File: config.mk
export PLATFORM = sky130hd
export DESIGN_NAME = debounce_scheduler
export DESIGN_NICKNAME = d
export VERILOG_FILES = /design/src/rtl/debounce_sched_pkg.sv /design/src/rtl/scan_tick_gen.sv /design/src/rtl/debounce_scheduler.sv
export SDC_FILE = /design/constraint.sdc
export NUM_CORES = 1
export LEC_CHECK = 0
export CAP_MARGIN = 40
export CELL_PAD_IN_SITES_DETAIL_PLACEMENT = 0
export CELL_PAD_IN_SITES_GLOBAL_PLACEMENT = 2
export CORE_UTILIZATION = 35
export DETAILED_ROUTE_END_ITERATION = 7
export HOLD_SLACK_MARGIN = 0.03
export PLACE_DENSITY_LB_ADDON = 0.1
export SLEW_MARGIN = 10
export SYNTH_ARGS = -nofsm -noshare
export SYNTH_HDL_FRONTEND = slang
export SYNTH_HIERARCHICAL = 1
export SYNTH_SLANG_ARGS = --single-unit
File: constraint.sdc
create_clock -name i_Clk -period 2.25 [get_ports i_Clk]
set_clock_uncertainty 0.1 [all_clocks]
set_input_delay 0.45 -clock i_Clk [delete_from_list [all_inputs] [get_ports i_Clk]]
set_output_delay 0.45 -clock i_Clk [all_outputs]
set_load 0.1 [all_outputs]
File: src/rtl/debounce_sched_pkg.sv
// rtl/debounce_sched_pkg.sv - width helpers and parameter legality checks for debounce_scheduler
package debounce_sched_pkg;

    localparam int DEF_NUM_CH         = 4;
    localparam int DEF_DEBOUNCE_LIMIT = 20;
    localparam int DEF_SCAN_DIV       = 1;

    // Channel index width; never narrower than one bit
    function automatic int calc_ch_w(input int num_ch);
        return (num_ch > 1) ? $clog2(num_ch) : 1;
    endfunction

    // Per-channel count width; holds 0..limit-1
    function automatic int calc_cnt_w(input int limit);
        return (limit > 1) ? $clog2(limit) : 1;
    endfunction

    // Prescaler width; a divide-by-one prescaler still gets one bit
    function automatic int calc_div_w(input int scan_div);
        return (scan_div > 1) ? $clog2(scan_div) : 1;
    endfunction

    function automatic bit params_legal(input int num_ch, input int limit, input int scan_div);
        return (num_ch >= 2) && (limit >= 2) && (scan_div >= 1);
    endfunction

    localparam int CH_W  = calc_ch_w(DEF_NUM_CH);
    localparam int CNT_W = calc_cnt_w(DEF_DEBOUNCE_LIMIT);

endpackage

File: src/rtl/scan_tick_gen.sv
// rtl/scan_tick_gen.sv - scan prescaler and round-robin channel pointer
module scan_tick_gen
    import debounce_sched_pkg::*;
#(
    parameter int NUM_CH   = 4,
    parameter int SCAN_DIV = 1,
    localparam int PTR_W   = calc_ch_w(NUM_CH)
) (
    input  logic             clk_i,
    input  logic             rst_ni,
    output logic             tick_o,
    output logic [PTR_W-1:0] ptr_o
);

    localparam int               DIV_W    = calc_div_w(SCAN_DIV);
    localparam logic [DIV_W-1:0] DIV_LAST = DIV_W'(SCAN_DIV - 1);
    localparam logic [PTR_W-1:0] PTR_LAST = PTR_W'(NUM_CH - 1);

    logic [DIV_W-1:0] div_cnt_q;
    logic [PTR_W-1:0] ptr_q;

    assign tick_o = (div_cnt_q == DIV_LAST);
    assign ptr_o  = ptr_q;

    // Prescaler wraps on each tick; the pointer steps one channel per tick
    always_ff @(posedge clk_i) begin
        if (!rst_ni) begin
            div_cnt_q <= '0;
            ptr_q     <= '0;
        end else if (tick_o) begin
            div_cnt_q <= '0;
            ptr_q     <= (ptr_q == PTR_LAST) ? '0 : ptr_q + 1'b1;
        end else begin
            div_cnt_q <= div_cnt_q + 1'b1;
        end
    end

endmodule

File: src/rtl/debounce_scheduler.sv
// rtl/debounce_scheduler.sv - time-shared debounce engine over NUM_CH inputs; DEBOUNCE_SCHED_SYNC_EN adds 2-flop input synchronizers
module debounce_scheduler
    import debounce_sched_pkg::*;
#(
    parameter int NUM_CH         = 4,
    parameter int DEBOUNCE_LIMIT = 20,
    parameter int SCAN_DIV       = 1,
    localparam int CH_BITS       = calc_ch_w(NUM_CH)
) (
    input  logic               i_Clk,
    input  logic               i_Rst_L,
    input  logic [NUM_CH-1:0]  i_Bouncy,
    output logic [NUM_CH-1:0]  o_Debounced,
    output logic               o_Changed,
    output logic [CH_BITS-1:0] o_Changed_Ch
);

    localparam int                  CNT_BITS = calc_cnt_w(DEBOUNCE_LIMIT);
    localparam logic [CNT_BITS-1:0] CNT_LAST = CNT_BITS'(DEBOUNCE_LIMIT - 1);

    if (!params_legal(NUM_CH, DEBOUNCE_LIMIT, SCAN_DIV)) begin : g_bad_params
        $error("debounce_scheduler: NUM_CH>=2, DEBOUNCE_LIMIT>=2, SCAN_DIV>=1 required");
    end

    logic               tick;
    logic [CH_BITS-1:0] ptr;
    logic [NUM_CH-1:0]  sample;

    scan_tick_gen #(
        .NUM_CH   (NUM_CH),
        .SCAN_DIV (SCAN_DIV)
    ) u_scan_tick_gen (
        .clk_i  (i_Clk),
        .rst_ni (i_Rst_L),
        .tick_o (tick),
        .ptr_o  (ptr)
    );

`ifdef DEBOUNCE_SCHED_SYNC_EN
    logic [NUM_CH-1:0] sync1_q;
    logic [NUM_CH-1:0] sync2_q;

    // Two-flop synchronizer on every raw input bit
    always_ff @(posedge i_Clk) begin
        if (!i_Rst_L) begin
            sync1_q <= '0;
            sync2_q <= '0;
        end else begin
            sync1_q <= i_Bouncy;
            sync2_q <= sync1_q;
        end
    end

    assign sample = sync2_q;
`else
    assign sample = i_Bouncy;
`endif

    logic [CNT_BITS-1:0] cnt_q [NUM_CH];
    logic [NUM_CH-1:0]   stable_q;
    logic                changed_q;
    logic [CH_BITS-1:0]  changed_ch_q;

    logic                s_cur;
    logic                stable_cur;
    logic [CNT_BITS-1:0] cnt_cur;
    logic [CNT_BITS-1:0] cnt_d;
    logic                flip_d;

    // Shared engine: compare the visited channel's sample to its stable level
    always_comb begin
        s_cur      = sample[ptr];
        stable_cur = stable_q[ptr];
        cnt_cur    = cnt_q[ptr];
        flip_d     = 1'b0;
        cnt_d      = cnt_cur;
        if (s_cur == stable_cur) begin
            cnt_d = '0;
        end else if (cnt_cur == CNT_LAST) begin
            flip_d = 1'b1;
            cnt_d  = '0;
        end else begin
            cnt_d = cnt_cur + 1'b1;
        end
    end

    // Write back the visited channel; change pulse lasts one clock
    always_ff @(posedge i_Clk) begin
        if (!i_Rst_L) begin
            for (int k = 0; k < NUM_CH; k++) begin
                cnt_q[k] <= '0;
            end
            stable_q     <= '0;
            changed_q    <= 1'b0;
            changed_ch_q <= '0;
        end else begin
            changed_q    <= 1'b0;
            changed_ch_q <= '0;
            if (tick) begin
                cnt_q[ptr] <= cnt_d;
                if (flip_d) begin
                    stable_q[ptr] <= s_cur;
                    changed_q     <= 1'b1;
                    changed_ch_q  <= ptr;
                end
            end
        end
    end

    assign o_Debounced  = stable_q;
    assign o_Changed    = changed_q;
    assign o_Changed_Ch = changed_ch_q;

endmodule

* After elaboration in Yosys (flattened, before gate mapping) *
Memory sizes are Yosys's and may differ from the RTL's. A register that Yosys moved wholly into a read port is not among the register bits.
Index checks and enable logic that the tools add are counted.
Widths: inputs -> output; s select.

storage, ports and cells
  register bits after elaboration = 10
  bits in writable memories = 20
  logic and storage cells = 45
  input port bits = 6
  memories kept = 1

operators by class
  reductions and logical operators = 6
  order comparisons = 2
  muxes and demuxes = 22
  bitwise operators = 3
  add/sub/neg operators = 3
  equal/unequal tests = 3

memory list
  memory  words  bits a word  read ports  clocked after memory_dff  wr ports  line                      source
  cnt_q   4      5            1           1                         4         debounce_scheduler.sv:59  logic [CNT_BITS-1:0] cnt_q [NUM_CH];

operators by type and width
  cell                 number
  $mux 5               3
  $mux 1               11
  $mux 2               4
  $add 5x1->5 const B  1
  $eq 5x5->1 const B   1
  $reduce_or 5->1      1
  $bmux 1 s2           2
  $bwmux 4             1
  $reduce_and 2->1     2
  $lt 2x3->1 const B   1
  $not 1->1            3
  $reduce_or 3->1      1
  $add 2x1->2 const B  1
  $demux 1 s2          1
  $eq 2x2->1 const B   1
  $ge 2x1->1 const B   1
  $reduce_or 2->1      1
  $add 1x1->1 const B  1
  $eq 1x1->1           1
  $logic_and 1x1->1    1

* Depth between registers and ports, before layout *
  depth in word-level cells = 6
  mapped depth = 7
  depth with buffers taken out = 5

* Hierarchy *
The synthesis kept the hierarchy.

by module, submodules not included
  module              times used  area an instance (sq um)  cells an instance
  debounce_scheduler  1           1365.1                    106
  scan_tick_gen       1           113.9                     11

* Least setup slack after synthesis *
OpenSTA, ideal clock, no wires.

  path kind = reg-to-reg
  start = register stable_q[0], in the netlist o_Debounced[0]
  end = memory cnt_q[1][3] (netlist name) (data pin)
  required time = 1.883 ns
  clock period less this slack = 2.430 ns
  buffers on the path = 1
  cell stages (with the launch flop) = 6
  data arrival time = 2.064 ns
  setup slack = -0.180 ns
  setup time = 0.267 ns
  path through = dfxtp_1 xor2_1 mux4_2 nand4_4 buf_2 nor3_1

RTL lines
  element                            line                       source
  from (decl)                        debounce_scheduler.sv:60   logic [NUM_CH-1:0] stable_q;
  from (signal, indexed assignment)  debounce_scheduler.sv:102  stable_q[ptr] <= s_cur;
  to (decl)                          debounce_scheduler.sv:59

==> metrics.cfg <==
[worst_setup_path]
arrival_ns = 2.12
end_kind = flip-flop
r2r-start = u_scan_tick_gen/ptr_o[0]
worst_setup_path_start_kind = flip-flop
path_class = reg -> reg
worstPathRequired_ns = 2.25
critPathLaunch = u_scan_tick_gen/ptr_o[0]
cp_max_fo = 8

[final_layout]
final_layout_size_suffix_gt1_share_pct = 36.4
layout_commonest_cell = buf_4
syn2layout_area_growth_pct = 28.8
diodes = 0
final_cell_mix = buf_4, edfxtp_1, nor3_1
n_fill_cell = 393
nets = 158

[sta]
setup_violations = 0
slew_headroom_pct = 66.2
finalCriticalPeriod_ns = 2.12
hold_viol_final = 0
worstMarginPinSlew_ns = 0.502
slew_violations = 0
min_period_over_period_pct = 94.3
fmax_mhz = 471
setup_tns_ns = 0

[job]
max_cap_violations = 0

[drt]
wl_per_cell_um = 16.9
vias_per_cell = 5.38
drtIter0Drc = 84
drt_wl_total_mm = 3.40
drc = 0
num_vias = 1082
first_pass_iters = 4
ant_nets = 0

[clocking]
cts_max_level = 2
root_buffer = clkbuf_8
clk_latency_ns = 0.29
cts_buffer_depth = 2
cts-buffers-inserted = 5
cts_sinks = 30
cts_tree = done
path_clk_slew_ns = 0.06

[yosys]
synth_edf_count = 20
synth_area_um2 = 1480
seq_area_frac_synth_pct = 54.1
yosys-top-cells-area = edfxtp_1, dfxtp_1, mux4_2
syn_nets = 125
synthCells = 117
yosysWarnings = 6
yosys.cell_types.count = 30
synth.top_cell.area_share_pct = 40.6
ys_dominant_reg_cell = edfxtp_1
ys_seq_elements = 30
async_flop_share_pct = 0
avgSynthCellArea_um2 = 12.6
synth_largest_area_cell = edfxtp_1

[grt]
grt_max_degree = 17
grt_usage_pct = 17.7
grt_pass1_wl_mm = 5.55
grt_pass1_vias = 1072
grt.overflow.total = 0
antenna_found_initial = 0

[power_and_ir_drop]
p_total_mw = 1.39
cellPowerDensity_nw_per_um2 = 731
ir_drop_v = 0.000259
power_leakage_nw = 0.728

[floorplan]
dieHeight_um = 67.0
std_cell_rows = 23
die-area_um2 = 4490
die_w_um = 67.0
initial_utilization_pct = 36.7
core_area_um2 = 4030
io_pins = 13

[outcome]
status = finished, final reports clean

[placement]
gp_congestion = 0.733
dpl.hpwl_mm = 2.49
port_buffers = 12

[hold_path]
hold_path_startpoint = o_Debounced[3]
min_path_type = reg -> reg

==> cell usage after synthesis, types with 2 or more instances <==
cell,count
edfxtp_1,20
nor3_1,11
dfxtp_1,10
nor2_1,9
nand2_1,8
xor2_1,6
inv_1,5
mux4_2,5
nand3_1,5
clkbuf_1,4
nand4_1,4
nor4_1,4
o31ai_1,4
o211ai_1,3
buf_6,2
ha_1,2
mux4_1,2
==> cell type report <==
type / instances / area, um2 / area share, %
clock buffers: 5 / 68.8 / 3.61
clock inverters: 3 / 40.0 / 2.10
inverters: 5 / 18.8 / 0.985
multi-input cells: 75 / 651 / 34.1
flip-flops and latches: 30 / 807 / 42.4
well taps: 50 / 62.6 / 3.28
repair buffers: 33 / 258 / 13.5
==> cell families (layout without fill, tap and decap cells) <==
| family | after synthesis | count (layout) | synth area share (%) |
|---|---|---|---|
| xor+xnor | 7 | 7 | 4.15 |
| other cells | 1 | 1 | 0.254 |
| compound gates | 10 | 10 | 5.50 |
| fa+ha+maj | 2 | 2 | 1.69 |
| buf+inv | 13 | 46 | 4.65 |
| simple gates | 46 | 47 | 17.8 |
| mux | 8 | 8 | 11.8 |
| flops | 30 | 30 | 54.1 |
==> per-stage QoR <==
stage | utilization (%) | area (um2) | worst slack (ns) | std cells | hold WS (ns)
global placement | 43.5 | 1750 | -0.0256 | 191 | 0.374
detailed placement | 43.6 | 1760 | -0.0525 | 192 | 0.374
finish | 47.3 | 1910 | 0.128 | 201 | 0.378
floorplan | - | 1490 | 0.0323 | 117 | 0.368
global route | 47.3 | 1910 | -0.00141 | 201 | 0.398
CTS | 46.5 | 1870 | 0.00881 | 200 | 0.382
==> registers in the layout, indices dropped and copies added (netlist names) <==
register / cells
cnt_q: 20
o_Changed: 1
o_Changed_Ch: 2
o_Debounced: 4
u_scan_tick_gen/div_cnt_q: 1
u_scan_tick_gen/ptr_o: 2
==> repair_timing <==
action                                  CTS  global route
endpoints found under the setup margin    4            13
buffers inserted                          0             0
pin swaps                                 1             0
cloned                                    0             1
hold buffers                              0             0
resized for setup                         1             4
==> path summary, 6_finish.rpt <==
path	slack, ns	to	cells after the start
worst min-delay path	0.38	o_Debounced[3]	2
worst min register to register	0.38	o_Debounced[3]	2
worst max register to register	0.13	cnt_q[0][4]	5
worst max-delay path	0.13	cnt_q[0][4]	5
==> report_power, final <==
part / leakage [nW] / internal [mW] / total [mW] / switching [mW]
registers: 0.294 / 0.618 / 0.631 / 0.0125
logic: 0.377 / 0.105 / 0.227 / 0.122
clock network: 0.0579 / 0.325 / 0.534 / 0.209
==> critical path, cell delays in order, from the launching register on <==
cell       delay [ns]
dfxtp_2          0.37
mux4_1           0.61
ha_2             0.27
nand4bb_4        0.14
nand4_4          0.17
nor4_2           0.28
==> per-layer routing <==
metal,global-route usage [%],wire (um),up-vias
li1,-,-,514
met1,23.2,1580,536
met2,27.4,1660,27
met3,5.14,112,5
met4,6.38,54,0
met5,0,0,-
(Power assumes the default switching activity.)
